`src/rtl/load_store_unit.sv`:
```
// load_store_unit
//   Single-outstanding load/store front end between a CPU pipeline and a
//   word-wide memory bus. One request is accepted in IDLE, issued in ACCESS
//   (held until ack or timeout), and reported in a single DONE cycle.
//
// Ports
//   iClk, iRst          : rising-edge clock, asynchronous active-high reset
//   iValid / oReady     : request strobe / accept window (high only in IDLE)
//   iLoadTypes[2:0]     : [0] LB, [1] LH, [2] LW
//   iULoadTypes[1:0]    : [0] LBU, [1] LHU
//   iStoreTypes[2:0]    : [0] SB, [1] SH, [2] SW
//   iAddr, iWriteData   : byte address, LSB-aligned store data
//   iRd                 : load destination register
//   oMemReq/We/Addr/WData/Be, iMemAck, iMemRData : memory bus
//   oLoadData, oRd, oWbValid : load write-back (valid in DONE only)
//   oStoreDone          : store completion pulse
//   oMisaligned, oIllegal, oBusErr : one-cycle error pulses
//   oStall              : inverse of oReady
module load_store_unit #(
  parameter int ADDR_WIDTH = 32,
  parameter int MAX_WAIT   = 15
) (
  input  logic                  iClk,
  input  logic                  iRst,
  input  logic                  iValid,
  output logic                  oReady,
  input  logic [2:0]            iLoadTypes,
  input  logic [1:0]            iULoadTypes,
  input  logic [2:0]            iStoreTypes,
  input  logic [ADDR_WIDTH-1:0] iAddr,
  input  logic [31:0]           iWriteData,
  input  logic [4:0]            iRd,
  output logic                  oMemReq,
  output logic                  oMemWe,
  output logic [ADDR_WIDTH-1:0] oMemAddr,
  output logic [31:0]           oMemWData,
  output logic [3:0]            oMemBe,
  input  logic                  iMemAck,
  input  logic [31:0]           iMemRData,
  output logic [31:0]           oLoadData,
  output logic [4:0]            oRd,
  output logic                  oWbValid,
  output logic                  oStoreDone,
  output logic                  oMisaligned,
  output logic                  oIllegal,
  output logic                  oBusErr,
  output logic                  oStall
);

  localparam int CW = ($clog2(MAX_WAIT + 1) > 4) ? $clog2(MAX_WAIT + 1) : 4;

  typedef enum logic [1:0] {IDLE, ACCESS, DONE} state_t;

  localparam logic [1:0] SZ_B = 2'd0;
  localparam logic [1:0] SZ_H = 2'd1;
  localparam logic [1:0] SZ_W = 2'd2;

  state_t state_q, state_d;
  logic [CW-1:0] wait_q, wait_d;
  logic ready_q, ready_d;
  logic req_q, req_d, we_q, we_d;
  logic [ADDR_WIDTH-1:0] addr_q, addr_d;
  logic [31:0] wdata_q, wdata_d;
  logic [3:0] be_q, be_d;
  logic [31:0] load_data_q, load_data_d;
  logic [4:0] rd_q, rd_d;
  logic wb_valid_q, wb_valid_d, store_done_q, store_done_d;
  logic misaligned_q, misaligned_d, illegal_q, illegal_d, bus_err_q, bus_err_d;

  // Request attributes kept for the data phase.
  logic [1:0] lat_lo_q, lat_lo_d;
  logic [1:0] lat_size_q, lat_size_d;
  logic lat_uns_q, lat_uns_d;
  logic lat_store_q, lat_store_d;
  logic [4:0] lat_rd_q, lat_rd_d;

  logic [7:0] type_bits;
  logic one_hot, req_half, req_word, req_store, req_uns, misaligned;
  logic [7:0] byte_sel;
  logic [15:0] half_sel;
  logic [31:0] load_ext;

  assign type_bits = {iStoreTypes, iULoadTypes, iLoadTypes};
  // Clearing the lowest set bit leaves zero only for a single-bit vector.
  assign one_hot   = (type_bits != 8'd0) && ((type_bits & (type_bits - 8'd1)) == 8'd0);
  assign req_half  = iLoadTypes[1] | iULoadTypes[1] | iStoreTypes[1];
  assign req_word  = iLoadTypes[2] | iStoreTypes[2];
  assign req_store = |iStoreTypes;
  assign req_uns   = |iULoadTypes;
  assign misaligned = (req_half & iAddr[0]) | (req_word & (iAddr[1:0] != 2'b00));

  assign byte_sel = iMemRData[{lat_lo_q, 3'b000} +: 8];
  assign half_sel = iMemRData[{lat_lo_q[1], 4'b0000} +: 16];

  always_comb begin
    case (lat_size_q)
      SZ_B:    load_ext = lat_uns_q ? {24'd0, byte_sel} : {{24{byte_sel[7]}}, byte_sel};
      SZ_H:    load_ext = lat_uns_q ? {16'd0, half_sel} : {{16{half_sel[15]}}, half_sel};
      default: load_ext = iMemRData;
    endcase
  end

  always_comb begin
    state_d      = state_q;
    wait_d       = wait_q;
    ready_d      = ready_q;
    req_d        = req_q;
    we_d         = we_q;
    addr_d       = addr_q;
    wdata_d      = wdata_q;
    be_d         = be_q;
    load_data_d  = load_data_q;
    rd_d         = rd_q;
    lat_lo_d     = lat_lo_q;
    lat_size_d   = lat_size_q;
    lat_uns_d    = lat_uns_q;
    lat_store_d  = lat_store_q;
    lat_rd_d     = lat_rd_q;
    wb_valid_d   = 1'b0;
    store_done_d = 1'b0;
    misaligned_d = 1'b0;
    illegal_d    = 1'b0;
    bus_err_d    = 1'b0;

    case (state_q)
      IDLE: begin
        if (iValid && (type_bits != 8'd0)) begin
          if (!one_hot) begin
            illegal_d = 1'b1;
          end else begin
            lat_lo_d    = iAddr[1:0];
            lat_size_d  = req_word ? SZ_W : (req_half ? SZ_H : SZ_B);
            lat_uns_d   = req_uns;
            lat_store_d = req_store;
            lat_rd_d    = iRd;
            addr_d      = {iAddr[ADDR_WIDTH-1:2], 2'b00};
            we_d        = req_store;
            if (iStoreTypes[0]) begin
              be_d    = 4'b0001 << iAddr[1:0];
              wdata_d = {4{iWriteData[7:0]}};
            end else if (iStoreTypes[1]) begin
              be_d    = 4'b0011 << {iAddr[1], 1'b0};
              wdata_d = {2{iWriteData[15:0]}};
            end else if (iStoreTypes[2]) begin
              be_d    = 4'b1111;
              wdata_d = iWriteData;
            end else begin
              be_d    = 4'b1111;
              wdata_d = 32'd0;
            end
            if (misaligned) begin
              misaligned_d = 1'b1;
            end else begin
              state_d = ACCESS;
              ready_d = 1'b0;
              req_d   = 1'b1;
              wait_d  = '0;
            end
          end
        end
      end
      ACCESS: begin
        // Ack wins over timeout when both land on the same edge.
        if (iMemAck) begin
          state_d = DONE;
          req_d   = 1'b0;
          if (lat_store_q) begin
            store_done_d = 1'b1;
          end else begin
            wb_valid_d  = 1'b1;
            load_data_d = load_ext;
            rd_d        = lat_rd_q;
          end
        end else if (wait_q == CW'(MAX_WAIT - 1)) begin
          state_d   = IDLE;
          ready_d   = 1'b1;
          req_d     = 1'b0;
          bus_err_d = 1'b1;
        end else begin
          wait_d = wait_q + 1'b1;
        end
      end
      default: begin
        state_d = IDLE;
        ready_d = 1'b1;
      end
    endcase
  end

  always_ff @(posedge iClk or posedge iRst) begin
    if (iRst) begin
      state_q      <= IDLE;
      wait_q       <= '0;
      ready_q      <= 1'b1;
      req_q        <= 1'b0;
      we_q         <= 1'b0;
      addr_q       <= '0;
      wdata_q      <= '0;
      be_q         <= '0;
      load_data_q  <= '0;
      rd_q         <= '0;
      lat_lo_q     <= '0;
      lat_size_q   <= '0;
      lat_uns_q    <= 1'b0;
      lat_store_q  <= 1'b0;
      lat_rd_q     <= '0;
      wb_valid_q   <= 1'b0;
      store_done_q <= 1'b0;
      misaligned_q <= 1'b0;
      illegal_q    <= 1'b0;
      bus_err_q    <= 1'b0;
    end else begin
      state_q      <= state_d;
      wait_q       <= wait_d;
      ready_q      <= ready_d;
      req_q        <= req_d;
      we_q         <= we_d;
      addr_q       <= addr_d;
      wdata_q      <= wdata_d;
      be_q         <= be_d;
      load_data_q  <= load_data_d;
      rd_q         <= rd_d;
      lat_lo_q     <= lat_lo_d;
      lat_size_q   <= lat_size_d;
      lat_uns_q    <= lat_uns_d;
      lat_store_q  <= lat_store_d;
      lat_rd_q     <= lat_rd_d;
      wb_valid_q   <= wb_valid_d;
      store_done_q <= store_done_d;
      misaligned_q <= misaligned_d;
      illegal_q    <= illegal_d;
      bus_err_q    <= bus_err_d;
    end
  end

  assign oReady      = ready_q;
  assign oStall      = ~ready_q;
  assign oMemReq     = req_q;
  assign oMemWe      = we_q;
  assign oMemAddr    = addr_q;
  assign oMemWData   = wdata_q;
  assign oMemBe      = be_q;
  assign oLoadData   = load_data_q;
  assign oRd         = rd_q;
  assign oWbValid    = wb_valid_q;
  assign oStoreDone  = store_done_q;
  assign oMisaligned = misaligned_q;
  assign oIllegal    = illegal_q;
  assign oBusErr     = bus_err_q;

endmodule

```
`config.mk`:
```
export PLATFORM = sky130hd
export DESIGN_NAME = load_store_unit
export DESIGN_NICKNAME = d
export VERILOG_FILES = /design/src/rtl/load_store_unit.sv
export SDC_FILE = /design/constraint.sdc
export NUM_CORES = 1
export LEC_CHECK = 0
export CAP_MARGIN = 20
export CORE_MARGIN = 2
export CORE_UTILIZATION = 44
export CTS_CLUSTER_DIAMETER = 30
export CTS_CLUSTER_SIZE = 30
export DETAILED_ROUTE_END_ITERATION = 7
export GPL_TIMING_DRIVEN = 1
export PLACE_DENSITY = 0.78
export SLEW_MARGIN = 15
export SYNTH_ARGS = -nofsm -noshare
export SYNTH_HDL_FRONTEND = slang
export SYNTH_SLANG_ARGS = --single-unit
```
`constraint.sdc`:
```
create_clock -name iClk -period 6 [get_ports iClk]
set_input_delay 1.2 -clock iClk [delete_from_list [all_inputs] [get_ports iClk]]
set_output_delay 1.2 -clock iClk [all_outputs]
set_load 0.02 [all_outputs]
```
==> run metrics <==
clk slew on worst S/H paths 0.05 ns; Async SR Flop Fraction 100.0%; Vias/cell 5.393; Initial Util 45.13%; initial antenna violation count 0; Port Buffers 224; clock power share 39.5%; Num CTS Buffers 17; hold slack 0.4675 ns; Worst Skew 0.005230 ns; CP max stage delay 0.78 ns; grt ovf 0; HPWL after detailed placement 12400 um; hold depth 2; via count 5183; Post-Route WL 17420 um; DIE WIDTH 120.6 um; Setup-failing EPs final 0; Syn Inst Count 561; worst-path fanout max 56; Max Clk Rate 250.2 MHz; worst reg2reg setup slack 3.55 ns; FF+latch count, synth 127; commonest register cell after synthesis dfrtp_1; CTS tree done; clock latency on the worst-skew pair 0.41 ns; worst setup path class input port to flop; WHS Endpoint oRd[1]; die height 120.6 um; origin of the critical flop-to-flop path state_q[1]; maxcap violations 0; Pins Over Slew Limit 0; Comb pwr share 20.8%; crit-path cells clkdlybuf4s50_1 > or3_1 > nor3b_2 > o2111a_2 > nand2_4 > buf_16 > mux2_1; CTS root buf clkbuf_16; most common cell after layout, fill and taps aside clkdlybuf4s50_1; Hold WC Path Type flop to flop; Tcrit/Tclk final 66.60%; clock sinks 127; post-CTS setup buffers 0; Peak supply drop 231.3 uV; Final min period 3.996 ns; DRT iter0 DRCs 377; Rows 42; Die ar. 14530 um^2; path depth of the worst reg2reg path 4; Final Hold Fails 0; PD cells 284.8 nW/um^2; slew at the pin with the worst max-slew slack 0.7998 ns; power consumption 2.542 mW; syn_area_per_cell 10.65 um^2; drt wl/cell 18.13 um; P&R area growth vs syn 49.28%; Non-Filler Instances 961; RSZ-0062 raised after global routing no; Worst setup EP type flop; status completed; number of distinct library cells after synthesis 49; DRC 0; internal power 1.854 mW; vias in the first global route 5381; dpl cells 926; share of cells above drive strength 1 8.535%; Net Sw Power 687.4 uW; slew margin rel. 46.68%; Worst R2R End oMemAddr[30]; FILL cells 987; Leak 4.249 nW; Post-synth EDFFs 0; Routed Antenna Nets 0; Post-CTS Resized 0; Max clock buf depth 2; register area 3179 um^2; n_diodes 0; commonest non-fill, non-tap cells in the layout clkdlybuf4s50_1, dfrtp_1, nand2_1; GRT Total Usage 24.95%; Switching Fraction 27.05%; Crit path required time 6.29 ns; register share of total power 39.7%; H-tree depth 4; Fin Setup TNS 0 ns; first-pass GRT wire length 27970 um; Yosys warnings 0; Hold Buf Count CTS 0; worst hold path startpoint lat_rd_q[1]; Post-Syn Area 5977 um^2; Final nets 887; core area 13240 um^2; CP arrival 4.28 ns; I/O pin cnt 227; gpl congestion 0.8672; DR pass1 iterations 5; slowest CP cell clkdlybuf4s50_1; largest net degree at the start of global routing 78; Multi-input gate area 2542 um^2; crit path launch type input port; register area share after synthesis 53.19%
cells by family after synthesis:
family / synth area share [%]
fa+ha+maj: 0.4186
xor+xnor: 0.1466
mux: 15.95
other cells: 0.06274
simple gates: 14.82
buf+inv: 4.417
flops: 53.19
compound gates: 10.99
area by class of cell:
| type | instances | area share (%) |
|---|---|---|
| Sequential cell | 127 | 35.63 |
| Multi-Input combinational cell | 375 | 28.50 |
| Timing Repair Buffer | 229 | 25.90 |
| Clock buffer | 21 | 5.273 |
| Tap cell | 176 | 2.468 |
| Clock inverter | 11 | 1.276 |
| Inverter | 22 | 0.9536 |
registers in the layout, summed over array words and instances (netlist names), 2 cells and up:
name / cells
lat_lo_q: 2
lat_rd_q: 5
lat_size_q: 2
oLoadData: 32
oMemAddr: 30
oMemBe: 4
oMemWData: 32
oRd: 5
state_q: 2
wait_q: 4
routing by layer:
metal	share of wire, %	GRT usage [%]
met5	0	0
met3	10	9.340
met4	1.9	8.212
met1	38	30.42
met2	50	40.96
stage by stage:
step	area, um^2	setup WS (ns)	util, %
floorplan	5981	1.417	-
global route	8922	1.835	67.38
detailed placement	8284	1.388	62.56
global placement	8284	1.491	62.56
finish	8922	2.004	67.38
CTS	8869	1.829	66.97
worst max path at each step:
stage                         end  cells after the start           start
global route          oMemAddr[8]                      7  iStoreTypes[0]
CTS                 oMemWData[12]                      6  iStoreTypes[0]
floorplan             lat_lo_q[0]                      1            iRst
detailed placement    oMemAddr[7]                      6  iStoreTypes[0]
global placement     oMemAddr[18]                      6  iStoreTypes[0]
finish               oMemAddr[30]                      7  iStoreTypes[0]
Yosys cell counts (all sizes together) (2+ instances only):
library cell,n,area (um^2)
a211oi,7,52.55
a21o,2,15.01
a21oi,12,60.06
a22oi,15,112.6
a31oi,11,68.82
and2,3,18.77
and3,2,12.51
buf,12,83.83
clkbuf,26,97.59
dfrtp,126,3153
ha,2,25.02
inv,22,82.58
mux2,68,840.8
mux2i,9,90.09
nand2,94,355.3
nand2b,4,25.02
nand3,34,170.2
nand3b,9,67.56
nand4b,2,17.52
nor2,12,45.04
nor2b,12,75.07
nor3,4,20.02
nor3b,5,42.54
o21a,2,15.01
o21ai,40,200.2
o22ai,8,50.05
o31a,2,17.52
or2,3,18.77
or3,2,17.52
worst max-delay path, delay by kind of cell:
kind            cells  cell delay (ns)
compound gates      1             0.33
simple gates        3             1.22
buf+inv             2             1.11
mux                 1             0.36
power by group through the flow:
stage / Combinational [mW] / Clock [mW] / Sequential, mW
after global placement: 0.510 / 0 / 1.02
final: 0.529 / 1.00 / 1.01
after CTS: 0.524 / 1.02 / 1.01
after global routing: 0.568 / 1.06 / 1.02
after detailed placement: 0.520 / 0 / 1.02
after floorplan: 0.178 / 0 / 1.08
(Power assumes the default switching activity.)
